[config.mk]
export PLATFORM = sky130hd
export DESIGN_NAME = pkt_tx_builder
export DESIGN_NICKNAME = d
export VERILOG_FILES = /design/src/rtl/eer_rl_pkg.sv /design/src/rtl/pkt_tx_builder.sv
export SDC_FILE = /design/constraint.sdc
export NUM_CORES = 1
export LEC_CHECK = 0
export CORE_ASPECT_RATIO = 1.25
export CORE_MARGIN = 1.5
export CORE_UTILIZATION = 40
export DETAILED_ROUTE_END_ITERATION = 6
export PLACE_DENSITY = 0.67
export SETUP_SLACK_MARGIN = 0.02
export SLEW_MARGIN = 25
export SYNTH_ARGS = -nofsm -noshare
export SYNTH_HDL_FRONTEND = slang
export SYNTH_SLANG_ARGS = --single-unit
[constraint.sdc]
create_clock -name clk -period 2.8 [get_ports clk]
set_input_delay 0.42 -clock clk [delete_from_list [all_inputs] [get_ports clk]]
set_output_delay 0.42 -clock clk [all_outputs]
set_load 0.02 [all_outputs]
[src/rtl/eer_rl_pkg.sv]
// Shared types and constants for the packet transmit builder.
package eer_rl_pkg;

  localparam int unsigned WORD_WIDTH = 16;
  localparam logic [15:0] BCAST_ID   = 16'hFFFF;

  // Packet types; encoding 3 is reserved as invalid.
  typedef enum logic [1:0] {
    PKT_HB = 2'd0,
    PKT_MR = 2'd1,
    PKT_DP = 2'd2
  } pkt_type_t;

  localparam logic [1:0] PKT_INVALID = 2'd3;

  typedef enum logic [1:0] {
    ST_IDLE = 2'd0,
    ST_SEND = 2'd1,
    ST_DONE = 2'd2
  } tx_state_t;

  localparam int unsigned IDX_W     = 4;
  localparam int unsigned MAX_WORDS = 9;

  localparam logic [IDX_W-1:0] HB_LEN = 4'd6;
  localparam logic [IDX_W-1:0] MR_LEN = 4'd8;
  localparam logic [IDX_W-1:0] DP_LEN = 4'd9;

  // Header word layout.
  localparam int unsigned HDR_TYPE_MSB = 15;
  localparam int unsigned HDR_TYPE_LSB = 14;
  localparam int unsigned HDR_LEN_MSB  = 7;
  localparam int unsigned HDR_LEN_LSB  = 0;

  // Packet length in words for a given type (0 for the invalid encoding).
  function automatic logic [IDX_W-1:0] pkt_len(input logic [1:0] t);
    logic [IDX_W-1:0] len;
    len = '0;
    case (pkt_type_t'(t))
      PKT_HB:  len = HB_LEN;
      PKT_MR:  len = MR_LEN;
      PKT_DP:  len = DP_LEN;
      default: len = '0;
    endcase
    return len;
  endfunction

endpackage

[src/rtl/pkt_tx_builder.sv]
// Builds and streams one HB/MR/DP packet per start request over a
// valid/ready word interface.
// Ports:
//   clk, nrst            clock, synchronous active-high reset
//   start, pktType       packet request and type (3 = invalid -> err pulse)
//   my*, chosenCH, hopsFromCH, destID, payload   packet fields, captured on start
//   txReady              downstream accepts txData this cycle
//   txData/txValid/txLast  outgoing word stream
//   busy, done, err      status; done and err are one-cycle pulses
module pkt_tx_builder #(
  parameter int unsigned           WORD_WIDTH = eer_rl_pkg::WORD_WIDTH,
  parameter logic [WORD_WIDTH-1:0] BCAST_ID   = WORD_WIDTH'(eer_rl_pkg::BCAST_ID)
) (
  input  logic                  clk,
  input  logic                  nrst,
  input  logic                  start,
  input  logic [1:0]            pktType,
  input  logic [WORD_WIDTH-1:0] myNodeID,
  input  logic [WORD_WIDTH-1:0] myHops,
  input  logic [WORD_WIDTH-1:0] myQValue,
  input  logic [WORD_WIDTH-1:0] myEnergy,
  input  logic [WORD_WIDTH-1:0] chosenCH,
  input  logic [WORD_WIDTH-1:0] hopsFromCH,
  input  logic [WORD_WIDTH-1:0] destID,
  input  logic [WORD_WIDTH-1:0] payload,
  input  logic                  txReady,
  output logic [WORD_WIDTH-1:0] txData,
  output logic                  txValid,
  output logic                  txLast,
  output logic                  busy,
  output logic                  done,
  output logic                  err
);

  import eer_rl_pkg::*;

  tx_state_t             state_q, state_d;
  logic [IDX_W-1:0]      idx_q, idx_d;
  logic [IDX_W-1:0]      len_q, len_d;
  logic [WORD_WIDTH-1:0] words_q [MAX_WORDS];
  logic [WORD_WIDTH-1:0] words_d [MAX_WORDS];
  logic [WORD_WIDTH-1:0] hdr;
  logic [IDX_W-1:0]      new_len;

  logic [WORD_WIDTH-1:0] tx_data_d;
  logic                  tx_valid_d, tx_last_d, busy_d, done_d, err_d;

  // Header word for the request currently on the inputs.
  always_comb begin
    new_len = pkt_len(pktType);
    hdr     = '0;
    hdr[HDR_TYPE_MSB:HDR_TYPE_LSB] = pktType;
    hdr[HDR_LEN_MSB:HDR_LEN_LSB]   = 8'(new_len);
  end

  // Next-state, capture and registered-output decode.
  always_comb begin
    state_d = state_q;
    idx_d   = idx_q;
    len_d   = len_q;
    words_d = words_q;
    err_d   = 1'b0;

    case (state_q)
      ST_IDLE: begin
        if (start) begin
          if (pktType == PKT_INVALID) begin
            err_d = 1'b1;
          end else begin
            state_d    = ST_SEND;
            idx_d      = '0;
            len_d      = new_len;
            words_d[0] = hdr;
            words_d[1] = myNodeID;
            words_d[2] = (pkt_type_t'(pktType) == PKT_HB) ? BCAST_ID : destID;
            words_d[3] = myHops;
            words_d[4] = myQValue;
            words_d[5] = myEnergy;
            words_d[6] = hopsFromCH;
            words_d[7] = chosenCH;
            words_d[8] = payload;
          end
        end
      end
      ST_SEND: begin
        // txValid is always high in SEND, so txReady alone marks acceptance.
        if (txReady) begin
          if (idx_q == IDX_W'(len_q - 4'd1)) begin
            state_d = ST_DONE;
            idx_d   = '0;
          end else begin
            idx_d = IDX_W'(idx_q + 4'd1);
          end
        end
      end
      ST_DONE: begin
        state_d = ST_IDLE;
      end
      default: begin
        state_d = ST_IDLE;
        idx_d   = '0;
      end
    endcase

    // Outputs derived from next state so they register in step with it.
    tx_valid_d = (state_d == ST_SEND);
    tx_data_d  = tx_valid_d ? words_d[idx_d] : '0;
    tx_last_d  = tx_valid_d && (idx_d == IDX_W'(len_d - 4'd1));
    busy_d     = (state_d != ST_IDLE);
    done_d     = (state_d == ST_DONE);
  end

  // State, captured packet and output registers.
  always_ff @(posedge clk) begin
    if (nrst) begin
      state_q <= ST_IDLE;
      idx_q   <= '0;
      len_q   <= '0;
      words_q <= '{default: '0};
      txData  <= '0;
      txValid <= 1'b0;
      txLast  <= 1'b0;
      busy    <= 1'b0;
      done    <= 1'b0;
      err     <= 1'b0;
    end else begin
      state_q <= state_d;
      idx_q   <= idx_d;
      len_q   <= len_d;
      words_q <= words_d;
      txData  <= tx_data_d;
      txValid <= tx_valid_d;
      txLast  <= tx_last_d;
      busy    <= busy_d;
      done    <= done_d;
      err     <= err_d;
    end
  end

endmodule

[Yosys cells after proc, flatten, opt, wreduce, memory -nomap -nowiden]
Index checks and enable logic that the tools add are counted.
Word-level totals
  register bits after elaboration: 175
Cells by class
  equality and inequality tests: 9
  add/subtract/negate cells: 3
  bitwise logic cells: 4
  reduce and logical (&&, ||, !) cells: 6
  multiplexer cells: 22
  magnitude comparators: 1
Operators by type and width (count)
  two-way mux 144 bit: 3
  binary-select mux 16 bit (select 4 bit): 1
  two-way mux 16 bit: 3
  two-way mux 4 bit: 7
  one-hot mux 4 bit (3 select lines): 2
  equality test 2 bit (second input constant): 4
  equality test 4 bit: 2
  two-way mux 2 bit: 4
  subtractor 4 x 1 -> 4 bit (second input constant): 2
  equality test 2 x 1 -> 1 bit (second input constant): 3
  >= comparator 5 bit (second input constant): 1
  inverter 4 -> 5 bit: 1
  adder 4 x 1 -> 4 bit (second input constant): 1
  logical NOT 2 bit: 2
  one-hot mux 2 bit (2 select lines): 1
  inverter 1 bit: 3
  OR reduction 3 bit: 1
  nonzero test 2 bit: 1
  OR reduction 2 bit: 1
  logical AND 1 bit: 1
  two-way mux 1 bit: 1

[Logic depth before layout (Yosys ltp)]
  depth in word-level cells: 9
  depth in mapped cells: 12
  gate-level depth less buffers: 10

[Least setup slack after synthesis]
OpenSTA, ideal clock, no wires.
  path kind: reg-to-reg
  start: reg len_q[0]
  end: reg txData[14]
  arrival time: 2.567 ns
  path buffers: 1
  library setup time: 0.079 ns
  cell stages (with the launch flop): 11
  path slack: 0.154 ns
  cell sequence: dfxtp_1 inv_1 ha_1 xnor3_1 nand4_2 o2111ai_2 nand4_1 or3_4 buf_6 or3_1 o211ai_1
On the way
  word-level cells in the longest chain between the ends: 9
  elaborated cells on any way between the ends: 15
Ends and longest elaborated chain
  start, declared: line pkt_tx_builder.sv:39  | logic [IDX_W-1:0] len_q, len_d;
  start signal, assigned: line pkt_tx_builder.sv:129  | len_q <= len_d;
  subtractor 4 x 1 -> 4 bit (*): line pkt_tx_builder.sv:88  | if (idx_q == IDX_W'(len_q - 4'd1)) begin
  equality test 4 bit (*): line pkt_tx_builder.sv:88
  two-way mux 4 bit: line pkt_tx_builder.sv:88
  two-way mux 4 bit: line pkt_tx_builder.sv:87  | if (txReady) begin
  one-hot mux 4 bit (3 select lines): line pkt_tx_builder.sv:64  | case (state_q)
  inverter 4 -> 5 bit (implied by the code): line pkt_tx_builder.sv:107  | tx_data_d = tx_valid_d ? words_d[idx_d] : '0;
  binary-select mux 16 bit (select 4 bit): line pkt_tx_builder.sv:107
  two-way mux 16 bit (implied by the code) (2 in series): line pkt_tx_builder.sv:107
  end signal, assigned: line pkt_tx_builder.sv:131  | txData <= tx_data_d;
  end, declared: line pkt_tx_builder.sv:27  | output logic [WORD_WIDTH-1:0] txData,
Mark *: on every way between the ends. The rest lies on a longest branch, timed or not. The select of a mux whose other input is x is not followed.
A chain may end at the register's enable or synchronous reset.

[Worst setup path in the final report]
  start: reg len_q[0]
  end: reg txData[13]
The elaborated chain is that of the path after synthesis.

==> impl_metrics.ini <==
[outcome]
outcome = finished, final reports clean

[global_route]
grt_overflow = 0
grt_pass1_vias = 7341
grt_pass1_wl_um = 38900
grt_max_degree = 58
antenna_found_initial = 0
track_usage_pct = 24.7

[worst_hold_path]
min-delay-path-class = in2reg

[pwr]
p_per_area_nw_per_um2 = 552
ir_drop_mv = 0.433
p_leak_nw = 4.14
finalPower_mw = 6.03

[route]
viasPerCell = 5.50
drc_errors = 0
routed_wl_um = 25100
drtIter0Drc = 671
wl_per_cell_um = 17.8
dr.pass1.iters = 5
antenna_left = 0
route.vias.total = 7758

[floorplan]
io_pins = 155
initial_utilization_pct = 41.1
num_rows = 56
dieArea_um2 = 20300
die_y_um = 159
fp.dieW_um = 128
fp.coreArea_um2 = 18900

[timing]
fmax_ghz = 0.372
fin_skew_ns = 0.00659
setup-tns-final_ns = 0
rsz0062_at_grt = false
final_hold_viol_count = 0
period_needed_ns = 2.69
maxSlewViolCount = 0
setup_viol_count_final = 0
finalCritPeriodShare_pct = 96.0
tightest_slew_ns = 0.641
relSlewSlack_pct = 57.2

[setup_path]
critPathMaxFanout = 14
path_class = reg2reg
worstPathRequired_ns = 3.11
startpoint_type = register
cp.arrival_ns = 2.99
endpoint_kind = register

[synthesis]
postSynthCellCount = 957
synth-main-ff-cell = dfxtp_1
ys_warn_count = 0
synth_largest_area_cell = dfxtp_1
synth_cell_types = 58
post-synth-top-count-cell = nand2_1
synthTopCellsByCount = 238 x nand2_1, 175 x dfxtp_1, 141 x a21oi_1
synth.net_count = 1097
synth_area_um2 = 7780
synth_edf_count = 0
synth-async-reset-ratio_pct = 0
yosysTopAreaCellShare_pct = 45.1
yosysSeqAreaShare_pct = 45.1
ys_top_cells_by_area = dfxtp_1 45%, nand2_1 11%, a21oi_1 9.1%
postSynthAreaPerCell_um2 = 8.13
synth-seq-cells = 175

[clocking]
clkSinkCount = 175
cts_root_buffer = clkbuf_16
htreeDepth = 4
cts_hold_buf = 0
clock_latency_ns = 0.43
cts_buffer_depth = 2
cts_made_buffers = 17
cts_tree = yes
clk_pin_slew_ns = 0.07

[cells_and_area]
drive_gt1_share_pct = 16.8
final_util_pct = 57.7
area_growth_pct = 40.5
fin_cells = 1411
fillerInstances = 1728
diodes = 0
fin_nets = 1306

[place]
hpwlAfterDp_um = 18500
port_buffers = 154
dp.cells = 1372
gp_congestion = 0.869

[flow_run]
drv_cap = 0
## worst paths after layout
kind | from | endpoint | slack, ns | cells after the start
min reg2reg | words_q[29] | words_q[29] | 0.45 | 2
min | nrst | words_q[15] | 0.40 | 2
max reg2reg | len_q[0] | txData[13] | 0.11 | 10
max | len_q[0] | txData[13] | 0.11 | 10
## worst max-delay path: stages (launching register included)
cell      delay (ns)
dfxtp_1         0.33
inv_1           0.05
ha_1            0.32
xor2_2          0.22
nand4_4         0.20
o21a_4          0.30
nor2_2          0.15
buf_12          0.16
mux2_2          0.33
a221oi_1        0.38
a21oi_1         0.12
## kinds of logic (layout without fill, tap and decap cells)
group                    Yosys count  after routing  synth area share, %
AO/OA/AOI/OAI                    288            288                 22.3
XOR/XNOR                          11             11                 1.61
adder cells (fa/ha/maj)            6              6                0.965
buffers and inverters             83            304                 4.26
flip-flops                       175            175                 45.1
multiplexers                      30             30                 5.62
AND/OR/NAND/NOR                  364            365                 20.2
## metrics by stage
step	setup WS [ns]	hold slack, ns	cell area (µm²)
final	0.113	0.403	10900
after global routing	0.0349	0.408	10900
after CTS	0.0225	0.395	10800
after detailed placement	-0.249	0.440	10200
after global placement	-0.173	0.439	10200
after floorplan	0.154	0.424	7780
## report_power, final
| group | internal [mW] | switching [mW] |
|---|---|---|
| logic | 0.505 | 0.540 |
| clock network | 1.26 | 1.04 |
| registers | 2.62 | 0.0671 |
## layout make-up
type	instances	area (µm²)	share of cell area [%]
clock buffer	18	439	4.02
inverter	8	30.0	0.275
timing repair buffer	264	2460	22.5
tap	232	290	2.66
clock inverter	14	130	1.19
multi-input combinational	700	4080	37.3
sequential	175	3500	32.1
## metal layers
layer  routed length, µm  vias to the layer above  global-route usage, %
li1                    -                     3794                      -
met1               10400                     3664                   31.6
met2               12800                      267                   42.1
met3                1290                       33                   3.30
met4                 629                        0                   9.19
met5                   0                        -                      0
## sequential cells by signal (all words and copies together) (netlist names), 2 cells and up
| register | flops |
|---|---|
| idx_q | 4 |
| words_q | 144 |
| len_q | 4 |
| txData | 16 |
| state_q | 2 |
## repair_timing
| action | 4_1_cts | 5_1_grt |
|---|---|---|
| endpoints found under the setup margin | 14 | 14 |
| buffers inserted | 1 | 5 |
| resized for setup | 9 | 14 |
| pin swaps | 1 | 6 |
| gates cloned | 0 | 1 |
## cell usage in the layout (no fill, tap or decap), drive strengths merged, types with 3 or more instances in the layout
master / Yosys / layout
nor4: 7 / 7
a221oi: 7 / 7
nand2b: 3 / 3
o31ai: 3 / 3
o41ai: 4 / 4
nor2: 42 / 42
dfxtp: 175 / 175
clkdlybuf4s50: 0 / 153
clkbuf: 58 / 18
inv: 8 / 13
clkinvlp: 0 / 4
a31oi: 5 / 5
mux4: 10 / 10
a21o: 8 / 8
buf: 17 / 111
nand3: 18 / 18
mux2: 9 / 9
xor2: 4 / 4
ha: 6 / 6
nand2: 238 / 238
o2111ai: 7 / 7
o211ai: 34 / 34
clkinv: 0 / 4
xnor2: 5 / 5
a22oi: 4 / 4
nand4: 4 / 5
or3: 13 / 13
o221ai: 10 / 10
o21ai: 50 / 50
or2: 7 / 7
a21oi: 141 / 141
nor3: 16 / 16
and2: 12 / 12
mux2i: 11 / 11
No activity file was read; power rests on OpenSTA's default activity.
